<file path="config.mk">
export PLATFORM = sky130hd
export DESIGN_NAME = irrigation_zone_scheduler
export DESIGN_NICKNAME = d
export VERILOG_FILES = /design/src/rtl/irrig_pkg.sv /design/src/rtl/irrigation_zone_scheduler_tick_gen.sv /design/src/rtl/irrigation_zone_scheduler.sv
export SDC_FILE = /design/constraint.sdc
export NUM_CORES = 1
export LEC_CHECK = 0
export CAP_MARGIN = 25
export CORE_ASPECT_RATIO = 0.8
export CORE_MARGIN = 2
export CORE_UTILIZATION = 50
export DETAILED_ROUTE_END_ITERATION = 12
export PLACE_DENSITY = 0.78
export SLEW_MARGIN = 10
export SYNTH_ARGS = -nofsm -noshare
export SYNTH_HDL_FRONTEND = slang
export SYNTH_SLANG_ARGS = --single-unit
</file>
<file path="constraint.sdc">
create_clock -name clock -period 7.7 [get_ports clock]
set_clock_uncertainty 0.2 [all_clocks]
set_input_delay 1.54 -clock clock [delete_from_list [all_inputs] [get_ports clock]]
set_output_delay 1.54 -clock clock [all_outputs]
set_load 0.01 [all_outputs]
</file>
<file path="src/rtl/irrig_pkg.sv">
// Shared types and default constants for the irrigation zone scheduler and its stepper driver.
package irrig_pkg;

  typedef enum logic [2:0] {
    S_IDLE,
    S_SELECT,
    S_OPEN_REQ,
    S_OPEN_WAIT,
    S_DWELL,
    S_CLOSE_REQ,
    S_CLOSE_WAIT,
    S_ADVANCE
  } state_e;

  localparam logic DIR_OPEN  = 1'b0;
  localparam logic DIR_CLOSE = 1'b1;

  localparam int unsigned DEF_N_ZONES    = 5;
  localparam int unsigned DEF_TICK_DIV   = 50000;
  localparam int unsigned DEF_TIME_W     = 24;
  localparam int unsigned DEF_STEP_W     = 16;
  localparam int unsigned DEF_OPEN_STEPS = 512;
  localparam int unsigned DEF_DEFAULT_T  = 20000;

endpackage

</file>
<file path="src/rtl/irrigation_zone_scheduler_tick_gen.sv">
// Free-running divider: one-cycle tick every TICK_DIV cycles, restarted from zero by a sync clear.
module tick_gen #(
  parameter int unsigned TICK_DIV = 50000
) (
  input  logic clk_i,
  input  logic rst_i,
  input  logic clr_i,
  output logic tick_o
);

  localparam int unsigned CW = (TICK_DIV > 1) ? $clog2(TICK_DIV) : 1;
  localparam logic [CW-1:0] LAST = CW'(TICK_DIV - 1);

  logic [CW-1:0] cnt_q, cnt_d;

  always_comb begin
    cnt_d = cnt_q + CW'(1);
    if (clr_i || cnt_q == LAST) cnt_d = '0;
  end

  always_ff @(posedge clk_i or posedge rst_i) begin
    if (rst_i) cnt_q <= '0;
    else       cnt_q <= cnt_d;
  end

  assign tick_o = !clr_i && (cnt_q == LAST);

endmodule

</file>
<file path="src/rtl/irrigation_zone_scheduler.sv">
// Walks enabled zones in order through one shared valve actuator: open, dwell, close, advance.
module irrigation_zone_scheduler import irrig_pkg::*; #(
  parameter int unsigned N_ZONES    = DEF_N_ZONES,
  parameter int unsigned TICK_DIV   = DEF_TICK_DIV,
  parameter int unsigned TIME_W     = DEF_TIME_W,
  parameter int unsigned STEP_W     = DEF_STEP_W,
  parameter int unsigned OPEN_STEPS = DEF_OPEN_STEPS,
  parameter int unsigned DEFAULT_T  = DEF_DEFAULT_T,
  parameter int unsigned ZIDX_W     = (N_ZONES > 1) ? $clog2(N_ZONES) : 1
) (
  input  logic               clock,
  input  logic               reset,
  input  logic               enable,
  input  logic               cfg_we,
  input  logic [ZIDX_W-1:0]  cfg_zone,
  input  logic [TIME_W-1:0]  cfg_time,
  output logic               cmd_valid,
  input  logic               cmd_ready,
  output logic               cmd_dir,
  output logic [STEP_W-1:0]  cmd_steps,
  input  logic               move_done,
  output logic [N_ZONES-1:0] zone_active,
  output logic [ZIDX_W-1:0]  cur_zone,
  output logic               busy,
  output logic               cycle_done
);

  localparam logic [ZIDX_W-1:0] LAST_Z = ZIDX_W'(N_ZONES - 1);
  localparam logic [ZIDX_W:0]   NZ     = (ZIDX_W + 1)'(N_ZONES);

  state_e              state_q, state_d;
  logic [ZIDX_W-1:0]   cur_zone_q, cur_zone_d;
  logic [N_ZONES-1:0]  za_q, za_d;
  logic [TIME_W-1:0]   dwell_q, dwell_d;
  logic [TIME_W-1:0]   times_q [N_ZONES];
  logic [TIME_W-1:0]   cur_time;
  logic                tick;
  logic                last_zone;
  logic                cfg_ok;

  assign cur_time  = times_q[cur_zone_q];
  assign last_zone = (cur_zone_q == LAST_Z);
  assign cfg_ok    = ({1'b0, cfg_zone} < NZ);

  // Divider runs only while dwelling, so each dwell starts on a fresh tick period.
  tick_gen #(.TICK_DIV(TICK_DIV)) u_tick (
    .clk_i  (clock),
    .rst_i  (reset),
    .clr_i  (state_q != S_DWELL),
    .tick_o (tick)
  );

  always_ff @(posedge clock or posedge reset) begin
    if (reset) state_q <= S_IDLE;
    else       state_q <= state_d;
  end

  always_comb begin
    state_d = state_q;
    case (state_q)
      S_IDLE:       if (enable) state_d = S_SELECT;
      S_SELECT:     state_d = (cur_time == '0) ? S_ADVANCE : S_OPEN_REQ;
      S_OPEN_REQ: begin
        if (cmd_ready)    state_d = S_OPEN_WAIT;
        else if (!enable) state_d = S_IDLE;
      end
      S_OPEN_WAIT:  if (move_done) state_d = enable ? S_DWELL : S_CLOSE_REQ;
      S_DWELL: begin
        if (!enable || dwell_q == '0 || (tick && dwell_q == TIME_W'(1)))
          state_d = S_CLOSE_REQ;
      end
      S_CLOSE_REQ:  if (cmd_ready) state_d = S_CLOSE_WAIT;
      S_CLOSE_WAIT: if (move_done) state_d = S_ADVANCE;
      S_ADVANCE:    state_d = enable ? S_SELECT : S_IDLE;
      default:      state_d = S_IDLE;
    endcase
  end

  always_comb begin
    cmd_valid   = (state_q == S_OPEN_REQ) || (state_q == S_CLOSE_REQ);
    cmd_dir     = (state_q == S_CLOSE_REQ) ? DIR_CLOSE : DIR_OPEN;
    cmd_steps   = STEP_W'(OPEN_STEPS);
    busy        = (state_q != S_IDLE);
    cycle_done  = (state_q == S_ADVANCE) && last_zone;
    zone_active = za_q;
    cur_zone    = cur_zone_q;
  end

  always_comb begin
    cur_zone_d = cur_zone_q;
    za_d       = za_q;
    dwell_d    = dwell_q;
    case (state_q)
      S_IDLE:       if (enable) cur_zone_d = '0;
      S_OPEN_REQ:   if (cmd_ready) za_d = N_ZONES'(1) << cur_zone_q;
      // Dwell is latched here; later cfg writes only affect the next pass.
      S_OPEN_WAIT:  if (move_done) dwell_d = cur_time;
      S_DWELL:      if (tick && dwell_q != '0) dwell_d = dwell_q - TIME_W'(1);
      S_CLOSE_WAIT: if (move_done) za_d = '0;
      S_ADVANCE:    cur_zone_d = last_zone ? '0 : cur_zone_q + ZIDX_W'(1);
      default: ;
    endcase
  end

  always_ff @(posedge clock or posedge reset) begin
    if (reset) begin
      cur_zone_q <= '0;
      za_q       <= '0;
      dwell_q    <= '0;
    end else begin
      cur_zone_q <= cur_zone_d;
      za_q       <= za_d;
      dwell_q    <= dwell_d;
    end
  end

  always_ff @(posedge clock or posedge reset) begin
    if (reset) begin
      for (int i = 0; i < int'(N_ZONES); i++) times_q[i] <= TIME_W'(DEFAULT_T);
    end else if (cfg_we && cfg_ok) begin
      times_q[cfg_zone] <= cfg_time;
    end
  end

endmodule

</file>
==> impl_results.md <==
* Crit path cell chain: inv_1, ha_1, and3_1, clkdlybuf4s50_1
* Per-cell routed wire length at 18.95 um
* Count of unresolved DRC violations after routing at 0
* Sort of element at the end of the critical path: output pin
* Netlist Area Pre-Place at 8628 um^2
* Fraction of met3 tracks used by global routing at 0.03271
* Number of failing hold endpoints at the final stage at 0
* Proportion of synthesized flip-flops having asynchronous set or reset at 1.000
* Port buffer count at 44
* Final cell count without fillers at 1008
* Met2 GRT Util at 0.3170
* Combined area of the multi-input logic cells at 4046 um^2
* Arrival time at the worst endpoint at 2.21 ns
* Commonest cells in the synthesized netlist: sky130_fd_sc_hd__dfrtp_1, sky130_fd_sc_hd__mux2_2, sky130_fd_sc_hd__nor2_1, sky130_fd_sc_hd__o21ai_0, sky130_fd_sc_hd__a21oi_1
* Top Ports at 61
* Most frequently used cell type in the post-synthesis netlist: sky130_fd_sc_hd__dfrtp_1
* Post-synthesis instance total at 740
* Global-route layer with the greatest usage: met1
* Highest clock frequency the design can meet at 0.2531 GHz
* Path class of the lowest-slack min-delay path: register to register
* Number of antenna repair diodes at 0
* Part of the cycle the worst path needs at 0.5131
* Prevailing post-synth register cell: sky130_fd_sc_hd__dfrtp_1
* Leakage dissipation at 3.955 nW
* Die extent in x at 150.9 um
* #FFs+latches synth at 171
* Kind of critical path: register to output pin
* Setup slack after placement at 3.620 ns
* Max-cap violations at 0
* Mean number of vias per cell at 6.084
* Num CTS Buffers at 17
* Number of failing setup endpoints in the final timing report at 0
* Register-to-register setup slack at 4.56 ns
* Largest net degree at the start of global routing at 117
* Maximum level of the CTS H-tree at 4
* Clk slew on worst S/H paths at 0.07 ns
* Detailed-route via count at 6133
* Setup_tns at 0 ns
* Initial drt markers at 504
* Required time at the worst-slack endpoint at 5.96 ns
* Worst slew margin relative to its limit at 0.3534
* Register area at 4312 um^2
* Final-layout worst hold slack at 0.2532 ns
* Total track usage at 0.2196
* CP Buf/Inv Count at 2
* Total global routing overflow at 0
* Result of the run: complete, no violations
* Initial antenna violation count at 0
* Detailed Place HPWL at 12420 um
* Relative area change from synthesis to final layout at 14.66%
* Drt total wl at 19100 um
* # resized after CTS at 0
* Post-layout min period at 3.951 ns
* DRT Pass-1 Iters at 6
* Nets at 817
* Die Footprint at 18330 um^2
* GPL Wtd Cong at 0.9181
* Maximum fanout count along the critical path at 13
* Final setup slack of the worst path at 3.749 ns
* Post-synth EDFFs at 0
* Met1 usage at 0.3411
* Number of fill cells in the layout at 1358
* Transition time at the pin with the least slew margin at 0.9679 ns
* Antenna-violating nets left at 0
* Warnings, synthesis at 0
* RSZ-0062 raised after global routing: false
* Row count at 42
* VDD IR-drop max at 0.1780 mV
* DIE HEIGHT at 121.5 um
* Post-CTS Setup Repair Bufs at 0
* Area share of the largest cell type after synthesis at 0.4234
* # hold bufs at CTS at 0
* Element type at the critical path start: register
* Cells taking the most area after synthesis: sky130_fd_sc_hd__dfrtp_1, sky130_fd_sc_hd__mux2_2, sky130_fd_sc_hd__dfstp_2
* Average cell area after synthesis at 11.66 um^2
* Dominant delay contributor by cell family on the critical path: buffers and inverters
* CTS sink count at 171
* Number of global-route vias before repair at 5769
* Count of unique library cells instantiated by Yosys at 61
* Sequential area share after synthesis at 0.4996
* Pins Over Slew Limit at 0
* Biggest area consumer among synthesized cells: sky130_fd_sc_hd__dfrtp_1
* Maximum count of clock buffers along a single path at 2
* Max incr delay on CP at 0.54 ns
* Clock root buffer: sky130_fd_sc_hd__clkbuf_16
* Fraction of layout cells with a size suffix above 1 at 0.2792
* Initial core utilization at 0.5163
* Number of cells after detailed placement at 973
* Clock tree from TritonCTS: yes
* Power consumption at 0.003419 W
* Clk_lat worst skew at 0.43 ns
* Placeable Area at 16710 um^2
* Pwr Density at 345.6 nW/um^2
* Global-route wire length before repair at 31040 um
* CP max stage cell: sky130_fd_sc_hd__clkdlybuf4s50_1
==> sequential cells by signal, summed over array words and instances, names as in the netlist <==
name	flops
u_tick.cnt_q	16
dwell_q	24
times_q	120
state_q	3
cur_zone	3
zone_active	5
==> metal layers <==
layer | up-vias | wire length [um]
met5 | - | 0
met4 | 0 | 268
met3 | 29 | 1195
met2 | 232 | 8365
met1 | 3100 | 9269
li1 | 2772 | -
==> cell type report <==
class,count,share of cell area
clock buffer,18,0.04338
clock inverter,14,0.01834
inverter,14,0.005818
multi-input combinational,512,0.4090
sequential,171,0.4358
tap,220,0.02782
timing repair buffer,59,0.05982
==> layout by cell type (no fill, tap or decap), types with 3 or more instances in the layout <==
master	count
sky130_fd_sc_hd__nor4_1	7
sky130_fd_sc_hd__nor3_2	4
sky130_fd_sc_hd__nor3_1	13
sky130_fd_sc_hd__dfstp_2	25
sky130_fd_sc_hd__o21a_1	3
sky130_fd_sc_hd__and3_1	6
sky130_fd_sc_hd__buf_4	11
sky130_fd_sc_hd__dfrtp_1	145
sky130_fd_sc_hd__nor2b_1	3
sky130_fd_sc_hd__mux2_2	121
sky130_fd_sc_hd__a221oi_1	10
sky130_fd_sc_hd__xor2_1	8
sky130_fd_sc_hd__mux4_2	12
sky130_fd_sc_hd__xnor2_1	6
sky130_fd_sc_hd__o2bb2ai_1	9
sky130_fd_sc_hd__inv_6	7
sky130_fd_sc_hd__and4_1	3
sky130_fd_sc_hd__mux2i_1	20
sky130_fd_sc_hd__o21ai_0	35
sky130_fd_sc_hd__nand3_1	15
sky130_fd_sc_hd__a21oi_1	31
sky130_fd_sc_hd__nor2_1	59
sky130_fd_sc_hd__inv_1	13
sky130_fd_sc_hd__o32ai_1	3
sky130_fd_sc_hd__nand2_1	29
sky130_fd_sc_hd__conb_1	16
sky130_fd_sc_hd__o22a_1	9
sky130_fd_sc_hd__a22oi_1	6
sky130_fd_sc_hd__a31oi_1	17
sky130_fd_sc_hd__nand2b_1	6
sky130_fd_sc_hd__clkbuf_16	17
sky130_fd_sc_hd__nand4_1	4
sky130_fd_sc_hd__ha_1	9
sky130_fd_sc_hd__or4_1	8
sky130_fd_sc_hd__a22o_1	6
sky130_fd_sc_hd__clkdlybuf4s50_1	44
==> power by group <==
group / internal [W] / switching (W) / total (W)
combinational: 0.000552 / 0.000652 / 0.00120
sequential: 0.00115 / 0.000184 / 0.00133
clock: 0.000493 / 0.000390 / 0.000883
==> path summary, 6_finish.rpt <==
| kind | startpoint | depth (start not counted) | endpoint |
|---|---|---|---|
| min | u_tick.cnt_q[0]$_DFF_PP0_ | 1 | u_tick.cnt_q[0]$_DFF_PP0_ |
| min reg2reg | u_tick.cnt_q[0]$_DFF_PP0_ | 1 | u_tick.cnt_q[0]$_DFF_PP0_ |
| max reg2reg | cur_zone[0]$_DFFE_PP0P_ | 7 | state_q[2]$_DFFE_PP0P_ |
| max in group asynchronous | reset | 4 | times_q[47]$_DFFE_PP0P_ |
| min in group asynchronous | reset | 2 | times_q[99]$_DFFE_PP0P_ |
| max | cur_zone[0]$_DFFE_PP0P_ | 4 | cycle_done |
==> through the flow <==
step | utilization | instance area [um^2]
floorplan | - | 8681
global placement | 0.5514 | 9214
detailed placement | 0.5523 | 9229
CTS | 0.5888 | 9839
global route | 0.5920 | 9893
finish | 0.5920 | 9893
==> kinds of logic (layout without fill, tap and decap cells) <==
kind of cell,count (synthesis),in the layout,synth area share
and+or+nand+nor,172,172,0.1005
xor gates and xnor gates,14,14,0.01421
AOI/OAI and AO/OA,147,147,0.1162
other,2,16,0.0008704
muxes,154,154,0.2155
DFF,171,171,0.4996
buffers and inverters,71,105,0.04017
adders and majority gates,9,9,0.01305
Power figures use the tool's default switching activity.
